==> src/rtl/natural_order_buffer.sv <==
// Reorders a bit-reversed complex stream into natural order using two ping-pong banks.
// Define NATURAL_ORDER_BUFFER_FRAME_CNT_EN to add the 8-bit frame_count output port.
module natural_order_buffer #(
  parameter int DATA_WIDTH = 16,
  parameter int ADDR_WIDTH = 4
) (
  input  logic                  clk,
  input  logic                  rst,
  input  logic                  in_valid,
  output logic                  in_ready,
  input  logic [DATA_WIDTH-1:0] data_in_r,
  input  logic [DATA_WIDTH-1:0] data_in_i,
  output logic                  out_valid,
  input  logic                  out_ready,
  output logic [DATA_WIDTH-1:0] data_out_r,
  output logic [DATA_WIDTH-1:0] data_out_i,
  output logic                  out_last
`ifdef NATURAL_ORDER_BUFFER_FRAME_CNT_EN
  ,
  output logic [7:0]            frame_count
`endif
);

  localparam int N = 2 ** ADDR_WIDTH;
  localparam logic [ADDR_WIDTH-1:0] LAST_IDX = ADDR_WIDTH'(N - 1);

  function automatic logic [ADDR_WIDTH-1:0] bitRev(input logic [ADDR_WIDTH-1:0] a);
    logic [ADDR_WIDTH-1:0] r;
    r = '0;
    for (int b = 0; b < ADDR_WIDTH; b++) begin
      r[b] = a[ADDR_WIDTH-1-b];
    end
    return r;
  endfunction

  logic [DATA_WIDTH-1:0] memR_q [2][N];
  logic [DATA_WIDTH-1:0] memI_q [2][N];

  logic [1:0]            full_q,     full_d;
  logic                  wrBank_q,   wrBank_d;
  logic                  rdBank_q,   rdBank_d;
  logic [ADDR_WIDTH-1:0] wrCnt_q,    wrCnt_d;
  logic [ADDR_WIDTH-1:0] rdCnt_q,    rdCnt_d;
  logic                  outValid_q, outValid_d;
  logic                  outLast_q,  outLast_d;
  logic [DATA_WIDTH-1:0] outR_q,     outR_d;
  logic [DATA_WIDTH-1:0] outI_q,     outI_d;

  logic wrAccept;
  logic rdLoad;
  logic outTake;

  assign in_ready   = ~full_q[wrBank_q];
  assign out_valid  = outValid_q;
  assign out_last   = outLast_q;
  assign data_out_r = outR_q;
  assign data_out_i = outI_q;

  assign wrAccept = in_valid & in_ready;
  assign outTake  = outValid_q & out_ready;
  assign rdLoad   = full_q[rdBank_q] & (~outValid_q | out_ready);

  // Write and read sides never touch the same full flag in one cycle:
  // a bank being written is empty, a bank being read is full.
  always_comb begin
    full_d     = full_q;
    wrBank_d   = wrBank_q;
    rdBank_d   = rdBank_q;
    wrCnt_d    = wrCnt_q;
    rdCnt_d    = rdCnt_q;
    outValid_d = outValid_q;
    outLast_d  = outLast_q;
    outR_d     = outR_q;
    outI_d     = outI_q;

    if (wrAccept) begin
      wrCnt_d = wrCnt_q + 1'b1;
      if (wrCnt_q == LAST_IDX) begin
        full_d[wrBank_q] = 1'b1;
        wrBank_d         = ~wrBank_q;
        wrCnt_d          = '0;
      end
    end

    if (rdLoad) begin
      outValid_d = 1'b1;
      outR_d     = memR_q[rdBank_q][rdCnt_q];
      outI_d     = memI_q[rdBank_q][rdCnt_q];
      outLast_d  = (rdCnt_q == LAST_IDX);
      rdCnt_d    = rdCnt_q + 1'b1;
      if (rdCnt_q == LAST_IDX) begin
        full_d[rdBank_q] = 1'b0;
        rdBank_d         = ~rdBank_q;
        rdCnt_d          = '0;
      end
    end else if (outTake) begin
      outValid_d = 1'b0;
    end
  end

  always_ff @(posedge clk) begin
    if (rst) begin
      full_q     <= '0;
      wrBank_q   <= 1'b0;
      rdBank_q   <= 1'b0;
      wrCnt_q    <= '0;
      rdCnt_q    <= '0;
      outValid_q <= 1'b0;
      outLast_q  <= 1'b0;
      outR_q     <= '0;
      outI_q     <= '0;
    end else begin
      full_q     <= full_d;
      wrBank_q   <= wrBank_d;
      rdBank_q   <= rdBank_d;
      wrCnt_q    <= wrCnt_d;
      rdCnt_q    <= rdCnt_d;
      outValid_q <= outValid_d;
      outLast_q  <= outLast_d;
      outR_q     <= outR_d;
      outI_q     <= outI_d;
    end
  end

  // Sample storage is deliberately not reset; full flags gate every read.
  always_ff @(posedge clk) begin
    if (!rst && wrAccept) begin
      memR_q[wrBank_q][bitRev(wrCnt_q)] <= data_in_r;
      memI_q[wrBank_q][bitRev(wrCnt_q)] <= data_in_i;
    end
  end

`ifdef NATURAL_ORDER_BUFFER_FRAME_CNT_EN
  logic [7:0] frameCnt_q, frameCnt_d;

  always_comb begin
    frameCnt_d = frameCnt_q;
    if (outTake && outLast_q) begin
      frameCnt_d = frameCnt_q + 8'd1;
    end
  end

  always_ff @(posedge clk) begin
    if (rst) begin
      frameCnt_q <= 8'd0;
    end else begin
      frameCnt_q <= frameCnt_d;
    end
  end

  assign frame_count = frameCnt_q;
`endif

endmodule

==> config.mk <==
export PLATFORM = sky130hd
export DESIGN_NAME = natural_order_buffer
export DESIGN_NICKNAME = d
export VERILOG_FILES = /design/src/rtl/natural_order_buffer.sv
export SDC_FILE = /design/constraint.sdc
export NUM_CORES = 1
export LEC_CHECK = 0
export CAP_MARGIN = 20
export CORE_ASPECT_RATIO = 1.4
export CORE_MARGIN = 8
export CORE_UTILIZATION = 40
export CTS_BUF_LIST = sky130_fd_sc_hd__clkbuf_4
export DETAILED_ROUTE_END_ITERATION = 12
export PLACE_DENSITY = 0.61
export RECOVER_POWER = 25
export REMOVE_ABC_BUFFERS = 1
export SETUP_SLACK_MARGIN = 0.15
export SLEW_MARGIN = 20
export SYNTH_ARGS = -nofsm -noshare
export SYNTH_HDL_FRONTEND = slang
export SYNTH_SLANG_ARGS = --single-unit
export TNS_END_PERCENT = 1
==> constraint.sdc <==
create_clock -name clk -period 10.8 [get_ports clk]
set_input_delay 2.16 -clock clk [delete_from_list [all_inputs] [get_ports clk]]
set_output_delay 2.16 -clock clk [all_outputs]
set_load 0.01 [all_outputs]
==> qor_table.md <==
| Parameter | Reported | Unit |
|---|---|---|
| Synthesis Warnings | 0 | - |
| Hold violation total from the final report | 0 | - |
| Hold buffer count at CTS | 0 | - |
| Worst-path clk slew | 70 | ps |
| #FFs+latches synth | 1071 | - |
| Final Non-Filler Cells | 3704 | - |
| Post-CTS setup repair buffer count | 0 | - |
| Starting density of the core | 40.21 | % |
| Number of pins with negative max-slew slack in the final report | 330 | - |
| Number of enable-type register cells in the synthesized netlist | 1024 | - |
| IO buf count | 70 | - |
| Final routed DRC violation total | 0 | - |
| Library cell occupying the most area in the post-synthesis netlist | sky130_fd_sc_hd__edfxtp_1 | - |
| Total of endpoints with negative setup slack in the final report | 0 | - |
| Post_cts resized | 0 | - |
| Die extent in x | 285.1 | µm |
| CTS max path bufs | 3 | - |
| Tmin final | 5177 | ps |
| Mean area per synthesized cell | 20.91 | µm² |
| Data arrival time of the critical path | 3020 | ps |
| Clock Skew | 72.79 | ps |
| Post-placement cell count | 3283 | - |
| Area after DPL | 0.04315 | mm² |
| Wire length of the first global-routing pass | 143.7 | mm |
| Detailed Routing Iterations Pass 1 | 7 | - |
| Post-Place Setup Slack | 5275 | ps |
| Share of synthesized flip-flops with an asynchronous set or reset | 0 | % |
| Die Height | 392.7 | µm |
| Leak | 13.79 | nW |
| Kind of launch point of the worst setup path | flop | - |
| Total Nets Final | 2232 | - |
| Power Density | 165.7 | mW/mm² |
| Dominant combinational cell family by area after synthesis | multiplexers | - |
| Actual slew at the worst max-slew pin | 1706 | ps |
| Total I/O pin count | 71 | - |
| GRT Residual Overflow | 0 | - |
| Fraction of the mapped netlist area in compound gates | 4.570 | % |
| Clock latency on the worst-skew pair | 1090 | ps |
| Row count | 138 | - |
| Number of vias in the routed layout | 20589 | - |
| Area share of fa/ha/maj cells after synthesis | 0.1543 | % |
| Fraction of the mapped netlist area in simple logic gates | 1.830 | % |
| Number of buffers inserted during clock tree synthesis | 227 | - |
| Area of the die | 0.1120 | mm² |
| Hold crit path type | reg2reg | - |
| Fraction of post-synthesis cell area in the top cell type by area | 75.83 | % |
| Initial antenna violation count | 5 | - |
| Critical path's slowest cell | sky130_fd_sc_hd__dfxtp_1 | - |
| Layout cell share with drive strength beyond 1 | 27.82 | % |
| RSZ-0062 raised after global routing | false | - |
| Routed vias/inst | 5.559 | - |
| Final ANT Viol Nets | 0 | - |
| Violations in the final reports | max-capacitance violations, max-slew violations | - |
| Root Buffer | sky130_fd_sc_hd__clkbuf_4 | - |
| Classification of the worst setup path | reg2out | - |
| Number of distinct library cell variants in the gate-level netlist after synthesis | 39 | - |
| Number of max-capacitance violations reported | 11 | - |
| Mapped Cells | 1939 | - |
| Largest vdd supply drop | 0.07279 | mV |
| Most frequently used cell type in the post-synthesis netlist | sky130_fd_sc_hd__edfxtp_1 | - |
| Final routed wire length divided by cell count | 26.90 | µm |
| Cell Chain, Critical Path | mux2i_1 > clkdlybuf4s50_1 | - |
| Clock Sinks | 1071 | - |
| Area share of xor/xnor cells in the synthesized design | 0.1512 | % |
| Total GRT Usage | 17.54 | % |
| Share of the cycle needed by the critical path after routing | 47.93 | % |
| Largest net degree at the start of global routing | 59 | - |
| Worst Setup End Kind | output pin | - |
| Design area | 0.04618 | mm² |
| Required time at the worst-slack endpoint | 8640 | ps |
| H-tree level count | 4 | - |
| Highest achievable clock rate | 193.2 | MHz |
| Via count of the first global-routing pass | 21527 | - |
| Largest fanout on the critical path | 16 | - |
| Area delta synth->final | 13.88 | % |
| Minimum setup slack in the final design | 5623 | ps |
| Netlist Area Pre-Place | 0.04055 | mm² |
| Area of the core | 0.1008 | mm² |
| Routability cong. | 0.7878 | - |
| Max-Slew Margin vs Limit | -13.73 | % |
| CTS tree | built | - |
| Fill count | 8549 | - |
| Top cells by count, synth | 1024 x sky130_fd_sc_hd__edfxtp_1, 162 x sky130_fd_sc_hd__mux2i_1, 160 x sky130_fd_sc_hd__mux4_2 | - |
| Cell types occupying the most area after synthesis | sky130_fd_sc_hd__edfxtp_1 76%, sky130_fd_sc_hd__mux4_2 8.9%, sky130_fd_sc_hd__mux2i_1 4.0% | - |
| Multiplexer area fraction after synthesis | 13.77 | % |
| Predominant post-synthesis flop cell | sky130_fd_sc_hd__edfxtp_1 | - |
| Critical path's largest stage delay | 700 | ps |
| Total wirelength of the detailed-routed design | 99.65 | mm |
| Status | finished with violations | - |
| Post-detail-place hpwl | 56.86 | mm |
| 1st-iter DRT viols | 1700 | - |
| Post-synthesis sequential area ratio | 78.15 | % |
## metal layers
layer	global-route usage, %	vias up	part of all wire (%)
met2	30.73	813	52
met4	6.608	2	3.0
met1	21.24	10788	39
li1	-	8836	-
met5	0	-	0.013
met3	3.727	150	6.2
## stage by stage
stage	setup TNS, ps	utilization (%)	hold WS [ps]	total power, mW
5_1_grt	0	45.80	504.4	7.929
6_report	0	45.80	501.2	7.652
3_3_place_gp	0	42.70	491.8	4.784
2_1_floorplan	-108910	-	474.5	4.682
4_1_cts	0	45.65	503.2	7.741
3_5_place_dp	0	42.79	488.6	4.790
## layout by cell type (no fill, tap or decap), types with 4 or more instances in the layout
master	n
sky130_fd_sc_hd__a21oi_1	37
sky130_fd_sc_hd__a22oi_1	62
sky130_fd_sc_hd__a32o_1	32
sky130_fd_sc_hd__buf_12	6
sky130_fd_sc_hd__buf_16	8
sky130_fd_sc_hd__buf_4	53
sky130_fd_sc_hd__clkbuf_1	17
sky130_fd_sc_hd__clkbuf_4	330
sky130_fd_sc_hd__clkdlybuf4s50_1	53
sky130_fd_sc_hd__clkinv_1	56
sky130_fd_sc_hd__clkinv_2	14
sky130_fd_sc_hd__clkinv_4	5
sky130_fd_sc_hd__dfxtp_1	43
sky130_fd_sc_hd__edfxtp_1	1024
sky130_fd_sc_hd__ha_1	5
sky130_fd_sc_hd__inv_1	4
sky130_fd_sc_hd__mux2_2	32
sky130_fd_sc_hd__mux2i_1	162
sky130_fd_sc_hd__mux4_2	160
sky130_fd_sc_hd__nand2_1	44
sky130_fd_sc_hd__nand3_1	4
sky130_fd_sc_hd__nand3b_1	5
sky130_fd_sc_hd__nand4_1	33
sky130_fd_sc_hd__nor2_1	9
sky130_fd_sc_hd__nor2_4	30
sky130_fd_sc_hd__nor3_2	4
sky130_fd_sc_hd__o2111ai_1	31
sky130_fd_sc_hd__o22a_1	62
sky130_fd_sc_hd__xor2_1	5
## cell families after synthesis
kind of cell,count (synthesis)
xor gates and xnor gates,7
DFF,1071
muxes,354
buffers and inverters,118
adders and majority gates,5
and+or+nand+nor,151
AOI/OAI and AO/OA,233
## layout make-up
cell class | instances | area, µm² | area share, %
timing repair buffer | 137 | 1333 | 2.885
inverter | 4 | 15.01 | 0.03251
sequential | 1071 | 31700 | 68.65
clock buffer | 330 | 2477 | 5.364
tap | 1330 | 1664 | 3.603
clock inverter | 80 | 405.4 | 0.8778
multi-input combinational | 750 | 8579 | 18.58
antenna | 2 | 5.005 | 0.01084
## path summary, 6_finish.rpt
path / startpoint / end / slack, ps / depth (start not counted)
max reg2reg: flop / data_out_i[3] / 6530 / 6
max: wrBank_q / in_ready / 5620 / 2
min: data_out_i[8] / data_out_i[8] / 500 / 1
min reg2reg: data_out_i[8] / data_out_i[8] / 500 / 1
## worst max-delay path, delay by kind of cell (launching register included)
| family | cells | cell delay [ps] |
|---|---|---|
| flops | 1 | 700 |
| mux | 1 | 560 |
| buf+inv | 1 | 700 |
## flip-flops by register name, indices dropped and copies added (netlist names), named ones only
signal,flops
out_last,1
memR_q,512
data_out_i,16
full_q,2
memI_q,512
data_out_r,16
wrCnt_q,4
rdCnt_q,4
wrBank_q,1
rdBank_q,1
out_valid,1
## report_power, final
group          leakage [nW]  internal (mW)  switching, mW  total, mW
logic                  2.48         0.0305          0.103      0.134
clock network          1.72           1.46           1.50       2.96
registers              9.59           4.56        0.00372       4.56
No activity file was read; power rests on OpenSTA's default activity.
